### src/rtl/instrumented_adder_host.sv
// Host sequencer for the instrumented ripple adder: load operands, gate the ring oscillator
// for a programmed window, capture count/sum. Optional sum checker under RESULT_CHECK_EN.
module instrumented_adder_host #(
  parameter int unsigned SETTLE_CYCLES = 4,
  parameter int unsigned DRAIN_CYCLES  = 2,
  parameter int unsigned WIN_W         = 16
) (
  input  logic             wb_clk_i,
  input  logic             wb_rst_i,
  input  logic             cmd_valid,
  output logic             cmd_ready,
  input  logic [31:0]      cmd_a,
  input  logic [31:0]      cmd_b,
  input  logic [WIN_W-1:0] cmd_window,
  output logic             rsp_valid,
  input  logic             rsp_ready,
  output logic [31:0]      rsp_count,
  output logic [31:0]      rsp_sum,
  output logic             rsp_err,
  output logic [31:0]      adder_a,
  output logic [31:0]      adder_b,
  output logic             adder_ring_en,
  output logic             adder_cnt_clr,
  input  logic [31:0]      adder_count,
  input  logic [31:0]      adder_sum
);

  // SETTLE_CYCLES and DRAIN_CYCLES are expected to be at least 1.
  localparam int unsigned DLY_W = 16;

  typedef enum logic [2:0] {
    S_IDLE, S_LOAD, S_SETTLE, S_RUN, S_DRAIN, S_CAPTURE, S_RESP
  } state_t;

  state_t             r_state, w_state_nxt;
  logic [WIN_W-1:0]   r_win, w_win_nxt;
  logic [DLY_W-1:0]   r_dly, w_dly_nxt;
  logic               r_cmd_ready, w_cmd_ready_nxt;
  logic               r_rsp_valid, w_rsp_valid_nxt;
  logic [31:0]        r_rsp_count, w_rsp_count_nxt;
  logic [31:0]        r_rsp_sum, w_rsp_sum_nxt;
  logic [31:0]        r_adder_a, w_adder_a_nxt;
  logic [31:0]        r_adder_b, w_adder_b_nxt;
  logic               r_ring_en, w_ring_en_nxt;
  logic               r_cnt_clr, w_cnt_clr_nxt;
`ifdef RESULT_CHECK_EN
  logic               r_rsp_err, w_rsp_err_nxt;
  logic [31:0]        w_exp_sum;

  assign w_exp_sum = r_adder_a + r_adder_b;
`endif

  // Next-state and next-output logic; every output is registered below.
  always_comb begin
    w_state_nxt     = r_state;
    w_win_nxt       = r_win;
    w_dly_nxt       = r_dly;
    w_cmd_ready_nxt = 1'b0;
    w_rsp_valid_nxt = 1'b0;
    w_rsp_count_nxt = r_rsp_count;
    w_rsp_sum_nxt   = r_rsp_sum;
    w_adder_a_nxt   = r_adder_a;
    w_adder_b_nxt   = r_adder_b;
    w_ring_en_nxt   = 1'b0;
    w_cnt_clr_nxt   = 1'b0;
`ifdef RESULT_CHECK_EN
    w_rsp_err_nxt   = r_rsp_err;
`endif
    case (r_state)
      S_IDLE: begin
        w_cmd_ready_nxt = 1'b1;
        if (cmd_valid && r_cmd_ready) begin
          w_state_nxt     = S_LOAD;
          w_cmd_ready_nxt = 1'b0;
          w_adder_a_nxt   = cmd_a;
          w_adder_b_nxt   = cmd_b;
          w_win_nxt       = (cmd_window == '0) ? WIN_W'(1) : cmd_window;
          w_cnt_clr_nxt   = 1'b1;
        end
      end
      S_LOAD: begin
        w_state_nxt = S_SETTLE;
        w_dly_nxt   = DLY_W'(SETTLE_CYCLES - 1);
      end
      S_SETTLE: begin
        if (r_dly == '0) begin
          w_state_nxt   = S_RUN;
          w_ring_en_nxt = 1'b1;
        end else begin
          w_dly_nxt = r_dly - DLY_W'(1);
        end
      end
      // r_win holds the ring-enabled cycles remaining, including the current one.
      S_RUN: begin
        if (r_win == WIN_W'(1)) begin
          w_state_nxt = S_DRAIN;
          w_dly_nxt   = DLY_W'(DRAIN_CYCLES - 1);
        end else begin
          w_win_nxt     = r_win - WIN_W'(1);
          w_ring_en_nxt = 1'b1;
        end
      end
      S_DRAIN: begin
        if (r_dly == '0) begin
          w_state_nxt = S_CAPTURE;
        end else begin
          w_dly_nxt = r_dly - DLY_W'(1);
        end
      end
      S_CAPTURE: begin
        w_state_nxt     = S_RESP;
        w_rsp_valid_nxt = 1'b1;
        w_rsp_count_nxt = adder_count;
        w_rsp_sum_nxt   = adder_sum;
`ifdef RESULT_CHECK_EN
        w_rsp_err_nxt   = (adder_sum != w_exp_sum);
`endif
      end
      S_RESP: begin
        if (rsp_ready) begin
          w_state_nxt     = S_IDLE;
          w_cmd_ready_nxt = 1'b1;
`ifdef RESULT_CHECK_EN
          w_rsp_err_nxt   = 1'b0;
`endif
        end else begin
          w_rsp_valid_nxt = 1'b1;
        end
      end
      default: begin
        w_state_nxt     = S_IDLE;
        w_cmd_ready_nxt = 1'b1;
      end
    endcase
  end

  always_ff @(posedge wb_clk_i) begin
    if (wb_rst_i) begin
      r_state     <= S_IDLE;
      r_win       <= '0;
      r_dly       <= '0;
      r_cmd_ready <= 1'b1;
      r_rsp_valid <= 1'b0;
      r_rsp_count <= '0;
      r_rsp_sum   <= '0;
      r_adder_a   <= '0;
      r_adder_b   <= '0;
      r_ring_en   <= 1'b0;
      r_cnt_clr   <= 1'b0;
`ifdef RESULT_CHECK_EN
      r_rsp_err   <= 1'b0;
`endif
    end else begin
      r_state     <= w_state_nxt;
      r_win       <= w_win_nxt;
      r_dly       <= w_dly_nxt;
      r_cmd_ready <= w_cmd_ready_nxt;
      r_rsp_valid <= w_rsp_valid_nxt;
      r_rsp_count <= w_rsp_count_nxt;
      r_rsp_sum   <= w_rsp_sum_nxt;
      r_adder_a   <= w_adder_a_nxt;
      r_adder_b   <= w_adder_b_nxt;
      r_ring_en   <= w_ring_en_nxt;
      r_cnt_clr   <= w_cnt_clr_nxt;
`ifdef RESULT_CHECK_EN
      r_rsp_err   <= w_rsp_err_nxt;
`endif
    end
  end

  assign cmd_ready     = r_cmd_ready;
  assign rsp_valid     = r_rsp_valid;
  assign rsp_count     = r_rsp_count;
  assign rsp_sum       = r_rsp_sum;
  assign adder_a       = r_adder_a;
  assign adder_b       = r_adder_b;
  assign adder_ring_en = r_ring_en;
  assign adder_cnt_clr = r_cnt_clr;
`ifdef RESULT_CHECK_EN
  assign rsp_err       = r_rsp_err;
`else
  assign rsp_err       = 1'b0;
`endif

endmodule

### config.mk
export PLATFORM = sky130hd
export DESIGN_NAME = instrumented_adder_host
export DESIGN_NICKNAME = d
export VERILOG_FILES = /design/src/rtl/instrumented_adder_host.sv
export SDC_FILE = /design/constraint.sdc
export NUM_CORES = 1
export LEC_CHECK = 0
export ABC_AREA = 0
export CORE_MARGIN = 2
export CORE_UTILIZATION = 45
export CTS_BUF_LIST = sky130_fd_sc_hd__clkbuf_8
export CTS_CLUSTER_DIAMETER = 120
export DETAILED_ROUTE_END_ITERATION = 8
export PLACE_DENSITY = 0.87
export SYNTH_ARGS = -nofsm -noshare
export SYNTH_HDL_FRONTEND = slang
export SYNTH_SLANG_ARGS = --single-unit
export TNS_END_PERCENT = 10
### constraint.sdc
create_clock -name wb_clk_i -period 4.7 [get_ports wb_clk_i]
set_clock_uncertainty 0.1 [all_clocks]
set_input_delay 0.94 -clock wb_clk_i [delete_from_list [all_inputs] [get_ports wb_clk_i]]
set_output_delay 0.94 -clock wb_clk_i [all_outputs]
set_load 0.1 [all_outputs]
==> impl_metrics.ini <==
[placed_design]
dpl_worst_slack_ns = 1.58
gp_congestion = 0.875
dp_hpwl_um = 14400
port-buffer-count = 279
placed_cells = 1272

[min_path]
min_from = adder_b[31]
hold_depth = 2
whs_endpoint = adder_b[31]
min_path_type = flip-flop to flip-flop

[global_route]
grt_max_degree = 95
grt.total_usage_pct = 25.4
grt_overflow = 0
grt_pass1_wl_um = 32400
grt_pass1_vias = 6551
antenna_found_initial = 0

[cells_and_area]
drive_gt1_share_pct = 4.12
fin_cells = 1301
n_antenna_cell = 0
area_delta_synth_final_pct = 47.8
fin_nets = 1258

[setup_path]
worstRegToRegCells = 5
crit_arrival_ns = 2.02
rr_startpoint = r_state[0]
max_stage_delay_ns = 1.19
required_ns = 3.66
crit_buf_inv = 1
cp-end-kind = primary output
start_kind = flip-flop
crit_chain = clkdlybuf4s50_1
crit_path_max_fanout = 2
cp_top_family = buffers and inverters
r2r-end = r_win[3]
critical_path_class = flip-flop to primary output
r2r_slack_ns = 2.07
crit_slowest_cell = clkdlybuf4s50_1
critPathLaunch = adder_a[10]

[logic_synthesis]
synth_edf_count = 0
synth_nets = 1011
synth_seq_cells = 167
synthAdderAreaFrac_pct = 0.563
syn_inst = 860
synth_ff_type = dfxtp_1
synth_top_family_by_area = simple AND/OR/NAND/NOR gates
ys_types = 58
yosysSeqAreaShare_pct = 50.2
synth-xor-area-share_pct = 1.05
yosys_warnings = 0
muxShareOfSynthArea_pct = 0.751
syn_area_per_cell_um2 = 7.75
synth_compound_area_share_pct = 18.0
yosys.area_share.simple_pct = 25.5
netlist_area_um2 = 6670
synthArstFlopShare_pct = 0

[route]
viasPerCell = 5.23
routed-via-count = 6802
wl_per_cell_um = 15.7
routed_wl_um = 20400
drc = 0
drtAntennaViolNets = 0
drt_iter0_markers = 547
first_pass_iters = 5

[floorplan]
ios = 281
die_h_um = 126
core.rowCount = 44
die_area_um2 = 15800
coreArea_um2 = 14500
start_util_pct = 46.0
die_x_um = 126

[sta]
tightest_slew_ns = 1.13
max_freq_mhz = 326
fin_crit_ns = 3.06
grt_setup_unrepaired = false
setup_violations = 0
period_share_pct = 65.2
fin_ws_ns = 1.64
slew_viol_final = 0
finalHoldViolCount = 0
slew_headroom_pct = 23.9
tns_ns = 0

[power]
p_per_area_nw_per_um2 = 452
p_leak_nw = 3.48
peakVddDrop_v = 0.000248

[clock_network]
worstSkewPairLatency_ns = 0.45
clk_pin_slew_worst_paths_ns = 0.09
cts_inserted_buffers = 17
cts_resized = 0
cts_tree = built
clock-sinks = 167
cts_hold_buf = 0
root_buffer = clkbuf_8
htree_levels = 4
clockBufferDepth = 2
cts_setup_buffers = 0

[run]
cap_violations = 0

[status]
outcome = complete, no violations
[area by class of cell]
class	count	area (um^2)
timing repair buffer	285	2840
multi-input combinational	627	3080
fill	1183	4630
inverter	9	33.8
clock inverter	12	93.8
sequential	167	3340
tap	184	230
clock buffer	17	234
[worst register-to-register path, stage by stage, from the launching register on]
cell      delay (ns)
dfxtp_1         0.65
nand3b_1        0.14
buf_4           0.26
o21ai_1         0.84
o21ai_0         0.24
a32o_1          0.31
[cell families (layout without fill, tap and decap cells)]
| family | count (synthesis) | count (layout) |
|---|---|---|
| xor gates and xnor gates | 8 | 8 |
| DFF | 167 | 167 |
| AOI/OAI and AO/OA | 213 | 213 |
| muxes | 5 | 5 |
| and+or+nand+nor | 397 | 397 |
| buffers and inverters | 66 | 323 |
| other | 1 | 1 |
| adders and majority gates | 3 | 3 |
[per-stage QoR]
step           instance area [um^2]  hold WS [ns]  power, W  utilization (%)
2_1_floorplan                  6670         0.348   0.00307                -
3_3_place_gp                   9520         0.341   0.00353             65.8
3_5_place_dp                   9520         0.346   0.00356             65.8
4_1_cts                        9850         0.356   0.00447             68.0
5_1_grt                        9850         0.368   0.00471             68.0
6_report                       9850         0.354   0.00446             68.0
[layer usage]
layer / up-vias / routed length [um] / part of all wire, % / track usage (%)
li1: 3388 / - / - / -
met3: 26 / 1830 / 9.0 / 8.84
met5: - / 0 / 0 / 0
met1: 3118 / 8000 / 39 / 29.1
met2: 270 / 10200 / 50 / 44.4
met4: 0 / 408 / 2.0 / 8.43
[registers in the layout (all words and copies together) (netlist names)]
name           flops
rsp_count         32
rsp_sum           32
rsp_valid          1
cmd_ready          1
adder_ring_en      1
r_dly             16
adder_a           32
r_state            3
r_win             16
adder_b           32
adder_cnt_clr      1
[layout by cell type (no fill, tap or decap), types with 8 or more instances in the layout]
cell type and instances:
nor2_1 28, clkdlybuf4s50_1 278, nand2_1 294, inv_1 11, clkbuf_8 17, nor3_1 13
o21ai_0 13, a21oi_1 154, nor4_1 12, nand2b_1 10, dfxtp_1 167, o21ai_1 8
[cell usage after synthesis (all sizes together) (3+ instances only)]
library cell / number / area, um^2
xor2: 6 / 52.6
o31ai: 6 / 50.1
mux2i: 5 / 50.1
a21oi: 155 / 787
a211oi: 4 / 30.0
o211ai: 3 / 22.5
nand4: 7 / 43.8
o21ai: 21 / 105
buf: 12 / 57.6
nand3: 7 / 35.0
o31a: 3 / 26.3
o41ai: 5 / 43.8
dfxtp: 167 / 3340
nand2: 294 / 1100
nor2: 28 / 105
clkbuf: 45 / 169
nor4: 13 / 96.3
or3: 4 / 25.0
ha: 3 / 37.5
nand2b: 10 / 62.6
inv: 8 / 30.0
or4: 6 / 52.6
nor3: 13 / 65.1
[worst max-delay path by stage]
stage                     cells after the start     endpoint
after floorplan                               6   adder_a[0]
after global placement                        6  adder_a[15]
after detailed placement                      6   adder_b[2]
after CTS                                     1  adder_a[10]
after global routing                          1  adder_a[10]
final                                         1  adder_a[10]
[power breakdown]
part	switching, W	internal, W
sequential	0.000136	0.00157
clock	0.000506	0.000399
combinational	0.00128	0.000565
Note: power is estimated with default switching activity, not from simulation.
